$ cat src/rtl/pipeline_register_stall_flush.sv
// Elastic DEPTH-stage pipeline register with per-stage valid, backpressure stall and synchronous flush.
// Optional occupancy counter is compiled only when PIPELINE_REGISTER_OCCUPANCY_COUNT_EN is defined.
module pipeline_register_stall_flush #(
  parameter int W     = 4,
  parameter int DEPTH = 3
) (
  input  logic         clk,
  input  logic         reset,
  input  logic         flush,
  input  logic         in_valid,
  output logic         in_ready,
  input  logic [W-1:0] inp_reg,
  output logic         out_valid,
  input  logic         out_ready,
  output logic [W-1:0] out_reg
`ifdef PIPELINE_REGISTER_OCCUPANCY_COUNT_EN
  ,
  output logic [$clog2(DEPTH+1)-1:0] occupancy
`endif
);

  logic [W-1:0]     r_data [DEPTH];
  logic [DEPTH-1:0] r_valid;
  logic [DEPTH-1:0] w_adv;
  logic [DEPTH-1:0] w_vin;
  logic [W-1:0]     w_din  [DEPTH];

  // Advance chain: a stage may move when everything downstream moves or it holds a bubble.
  always_comb begin
    logic w_chain;
    w_adv   = '0;
    w_chain = out_ready;
    for (int i = DEPTH - 1; i >= 0; i--) begin
      w_chain  = w_chain | ~r_valid[i];
      w_adv[i] = w_chain;
    end
  end

  // Per-stage incoming valid/data: stage 0 from the upstream port, others from the previous stage.
  always_comb begin
    w_vin    = '0;
    w_vin[0] = in_valid;
    for (int i = 0; i < DEPTH; i++) begin
      w_din[i] = '0;
    end
    w_din[0] = inp_reg;
    for (int i = 1; i < DEPTH; i++) begin
      w_vin[i] = r_valid[i-1];
      w_din[i] = r_data[i-1];
    end
  end

  // Stage registers; a bubble moving in leaves the data register untouched.
  always_ff @(posedge clk or posedge reset) begin
    if (reset) begin
      r_valid <= '0;
      for (int i = 0; i < DEPTH; i++) begin
        r_data[i] <= '0;
      end
    end else if (flush) begin
      r_valid <= '0;
      for (int i = 0; i < DEPTH; i++) begin
        r_data[i] <= '0;
      end
    end else begin
      for (int i = 0; i < DEPTH; i++) begin
        if (w_adv[i]) begin
          r_valid[i] <= w_vin[i];
          if (w_vin[i]) begin
            r_data[i] <= w_din[i];
          end
        end
      end
    end
  end

  assign in_ready  = w_adv[0] & ~flush;
  assign out_valid = r_valid[DEPTH-1];
  assign out_reg   = r_data[DEPTH-1];

`ifdef PIPELINE_REGISTER_OCCUPANCY_COUNT_EN
  localparam int OCC_W = $clog2(DEPTH + 1);
  localparam logic [OCC_W-1:0] OCC_ONE = OCC_W'(1);

  logic             w_push;
  logic             w_pop;
  logic [OCC_W-1:0] r_occ;

  assign w_push = in_valid & in_ready;
  assign w_pop  = out_valid & out_ready;

  // Item count: a simultaneous push and pop leaves it unchanged.
  always_ff @(posedge clk or posedge reset) begin
    if (reset) begin
      r_occ <= '0;
    end else if (flush) begin
      r_occ <= '0;
    end else if (w_push && !w_pop) begin
      r_occ <= r_occ + OCC_ONE;
    end else if (!w_push && w_pop) begin
      r_occ <= r_occ - OCC_ONE;
    end
  end

  assign occupancy = r_occ;
`endif

endmodule

$ cat config.mk
export PLATFORM = sky130hd
export DESIGN_NAME = pipeline_register_stall_flush
export DESIGN_NICKNAME = d
export VERILOG_FILES = /design/src/rtl/pipeline_register_stall_flush.sv
export SDC_FILE = /design/constraint.sdc
export NUM_CORES = 1
export LEC_CHECK = 0
export BUFFER_PORTS_ARGS = -buffer_cell sky130_fd_sc_hd__buf_4
export CAP_MARGIN = 20
export CORE_MARGIN = 1.5
export CORE_UTILIZATION = 46
export DETAILED_ROUTE_END_ITERATION = 8
export GPL_TIMING_DRIVEN = 0
export HOLD_SLACK_MARGIN = 0.1
export PLACE_DENSITY = 0.8
export SLEW_MARGIN = 15
export SYNTH_ARGS = -nofsm -noshare
export SYNTH_HDL_FRONTEND = slang
export SYNTH_SLANG_ARGS = --single-unit
$ cat constraint.sdc
create_clock -name clk -period 1.12 [get_ports clk]
set_input_delay 0.224 -clock clk [delete_from_list [all_inputs] [get_ports clk]]
set_output_delay 0.224 -clock clk [all_outputs]
set_load 0.05 [all_outputs]
==> results.sh <==
export IMPL_hold_viol=0
export IMPL_slowest_stage="dfrtp_2"
export IMPL_fin_skew_ps=2.15
export IMPL_slew_headroom_pct=62.4
export IMPL_ant_nets=0
export IMPL_hold_depth=3
export IMPL_largest_reg_flops=8
export IMPL_antenna_found_initial=0
export IMPL_drc_errors=0
export IMPL_critPathLaunchType="flop"
export IMPL_cp_max_fo=2
export IMPL_htreeDepth=1
export IMPL_wl_microns=1250
export IMPL_synth_top_area_share_pct=50.2
export IMPL_clkPwrFrac_pct=29.4
export IMPL_pwr_share_comb_pct=14.8
export IMPL_ir_worst_vdd_v=0.000830
export IMPL_ys_seq_area_share_pct=50.2
export IMPL_worstPathArrival_ps=1150
export IMPL_place_hpwl_microns=891
export IMPL_synth_distinct_cells=17
export IMPL_critPathCaptureType="output pin"
export IMPL_clkSinkCount=15
export IMPL_swShare_pct=24.4
export IMPL_switchingPower_uw=249
export IMPL_rsz0062_at_grt="yes"
export IMPL_via_count=537
export IMPL_final_nets=98
export IMPL_required_ps=900
export IMPL_fin_crit_sh_pct=123
export IMPL_crit_type="reg -> out"
export IMPL_dpl_cell_count=97
export IMPL_finalWeightedCongestion=0.670
export IMPL_cts_buffers=3
export IMPL_dieHeight_microns=43.3
export IMPL_synthTopCellsByArea="dfrtp_1 50%, mux2i_1 11%, nand2b_1 10%, a21oi_1 4.7%, buf_4 4.0%"
export IMPL_grt_pass1_wl_microns=2230
export IMPL_vias_per_cell=5.16
export IMPL_syn_area_per_cell_sq_um=11.0
export IMPL_clk_pin_slew_ps=80
export IMPL_path_depth=3
export IMPL_fin_ws_ps=-253
export IMPL_power_total_mw=1.02
export IMPL_p_seq_share_pct=55.8
export IMPL_violations="setup timing"
export IMPL_drt_iter0_drc=3
export IMPL_setup_violations=12
export IMPL_portBuffers=13
export IMPL_grt_pass1_vias=510
export IMPL_fin_util_pct=66.2
export IMPL_setup_tns_ps=-958
export IMPL_cts_tree="done"
export IMPL_cp_slowest_stage_delay_ps=420
export IMPL_clk_latency_ps=280
export IMPL_path_buf_inv=1
export IMPL_power_report_internal_total_uw=772
export IMPL_pin_count=15
export IMPL_clock_root_buffer="clkbuf_4"
export IMPL_core_area_sq_mm=0.00151
export IMPL_synth_top_cell_by_area="dfrtp_1"
export IMPL_powerDensity_mw_per_mm2=1020
export IMPL_synth_nets=77
export IMPL_instances_no_fill=104
export IMPL_design_area_sq_um=997
export IMPL_grt_max_degree=16
export IMPL_critPathTopFamily="flip-flops"
export IMPL_report_final_slew_viol_count=0
export IMPL_post_drt_wl_per_cell_microns=12.0
export IMPL_syn_inst=68
export IMPL_dp_slack_ps=-105
export IMPL_r2r_cells=4
export IMPL_num_antenna_cells=0
export IMPL_power_leakage_nw=0.451
export IMPL_cts_buffer_depth=2
export IMPL_path_cells="nor2b_4 > a31oi_4 > buf_6"
export IMPL_tightest_slew_ps=564
export IMPL_start_util_pct=49.7
export IMPL_status="finished, violations left"
export IMPL_final_layout_size_suffix_gt1_share_pct=37.5
export IMPL_hp_class="in -> reg"
export IMPL_overflow=0
export IMPL_area_delta_synth_final_pct=33.3
export IMPL_rows=14
export IMPL_grt_use_total_pct=16.5
export IMPL_yosysWarnings=0
export IMPL_timing_final_crit_period_ps=1370
export IMPL_fmax_ghz=0.728
export IMPL_drt_pre_antenna_iters=4
export IMPL_syn_area_sq_um=748
export IMPL_place_area_sq_um=882
export IMPL_synth_seq_cells=15
export IMPL_whs_ps=202
export IMPL_fp_dieW_microns=43.3
export IMPL_die_area_sq_mm=0.00188
export IMPL_maxCapViolations=0
-- final timing paths --
check | from | endpoint | slack, ps
worst max-delay path | r_valid[2]$_DFFE_PP0P_ | in_ready | -250
max in group asynchronous | reset | r_valid[2]$_DFFE_PP0P_ | 160
worst min register to register | r_data[9]$_DFFE_PP0P_ | r_data[9]$_DFFE_PP0P_ | 550
worst max register to register | r_valid[2]$_DFFE_PP0P_ | r_data[11]$_DFFE_PP0P_ | -90
worst min-delay path | inp_reg[0] | r_data[8]$_DFFE_PP0P_ | 200
min in group asynchronous | reset | out_reg[3]$_DFFE_PP0P_ | 560
-- cell usage after synthesis, drive strengths merged --
cell type,n
a21oi,7
nor2b,1
inv,3
nand2b,12
buf,6
or2b,1
a31oi,2
nor2,1
mux2i,8
clkbuf,2
dfrtp,15
o21ai,4
nand3,5
a21boi,1
-- area by class of cell --
cell class / count / area [sq um]
clock buffers: 4 / 26.3
flip-flops and latches: 15 / 377
inverters: 3 / 13.8
fillers: 121 / 509
repair buffers: 21 / 209
plain buffers: 3 / 18.8
well taps: 16 / 20.0
multi-input cells: 42 / 333
-- placed cells by master (no fill, tap or decap) --
master	count
buf_6	4
dfrtp_2	1
mux2i_1	8
nand3_1	5
a21oi_1	7
nand2b_1	12
dlygate4sd3_1	1
nor2_1	1
o21ai_2	2
a21boi_4	1
dfrtp_1	14
buf_4	12
clkbuf_1	3
buf_8	5
o21ai_0	2
inv_1	2
inv_4	1
nor2b_4	1
or2b_4	1
clkbuf_4	3
a31oi_4	2
-- what timing repair did --
action | in CTS | in global routing
resized for setup | 11 | 11
hold buffers | 1 | 0
pin swaps | 2 | 5
buffers inserted | 3 | 4
endpoints found under the hold margin | 15 | 0
endpoints found under the setup margin | 13 | 15
-- power by group through the flow --
stage	clock network [mW]	logic, mW	registers, mW
3_5_place_dp	0	0.130	0.580
6_report	0.300	0.151	0.570
4_1_cts	0.316	0.139	0.569
5_1_grt	0.344	0.166	0.572
3_3_place_gp	0	0.127	0.579
2_1_floorplan	0	0.0863	0.582
-- logic make-up (layout without fill, tap and decap cells) --
group,count (synthesis),count (layout),share of synthesized area (%)
muxes,8,8,10.7
AOI/OAI and AO/OA,14,14,13.5
DFF,15,15,50.2
and+or+nand+nor,20,20,16.9
buffers and inverters,11,31,8.70
-- layer usage --
| layer | GRT usage, % | part of all wire (%) |
|---|---|---|
| met2 | 26.6 | 50 |
| met5 | 0 | 0 |
| met1 | 21.4 | 44 |
| met3 | 2.50 | 5.7 |
| met4 | 9.09 | 0.32 |
-- worst reg2reg max path: stages, from the launching register on --
cell	delay, ps
dfrtp_2	420
nor2b_4	140
buf_6	130
a31oi_4	220
mux2i_1	220
Power figures use the tool's default switching activity.
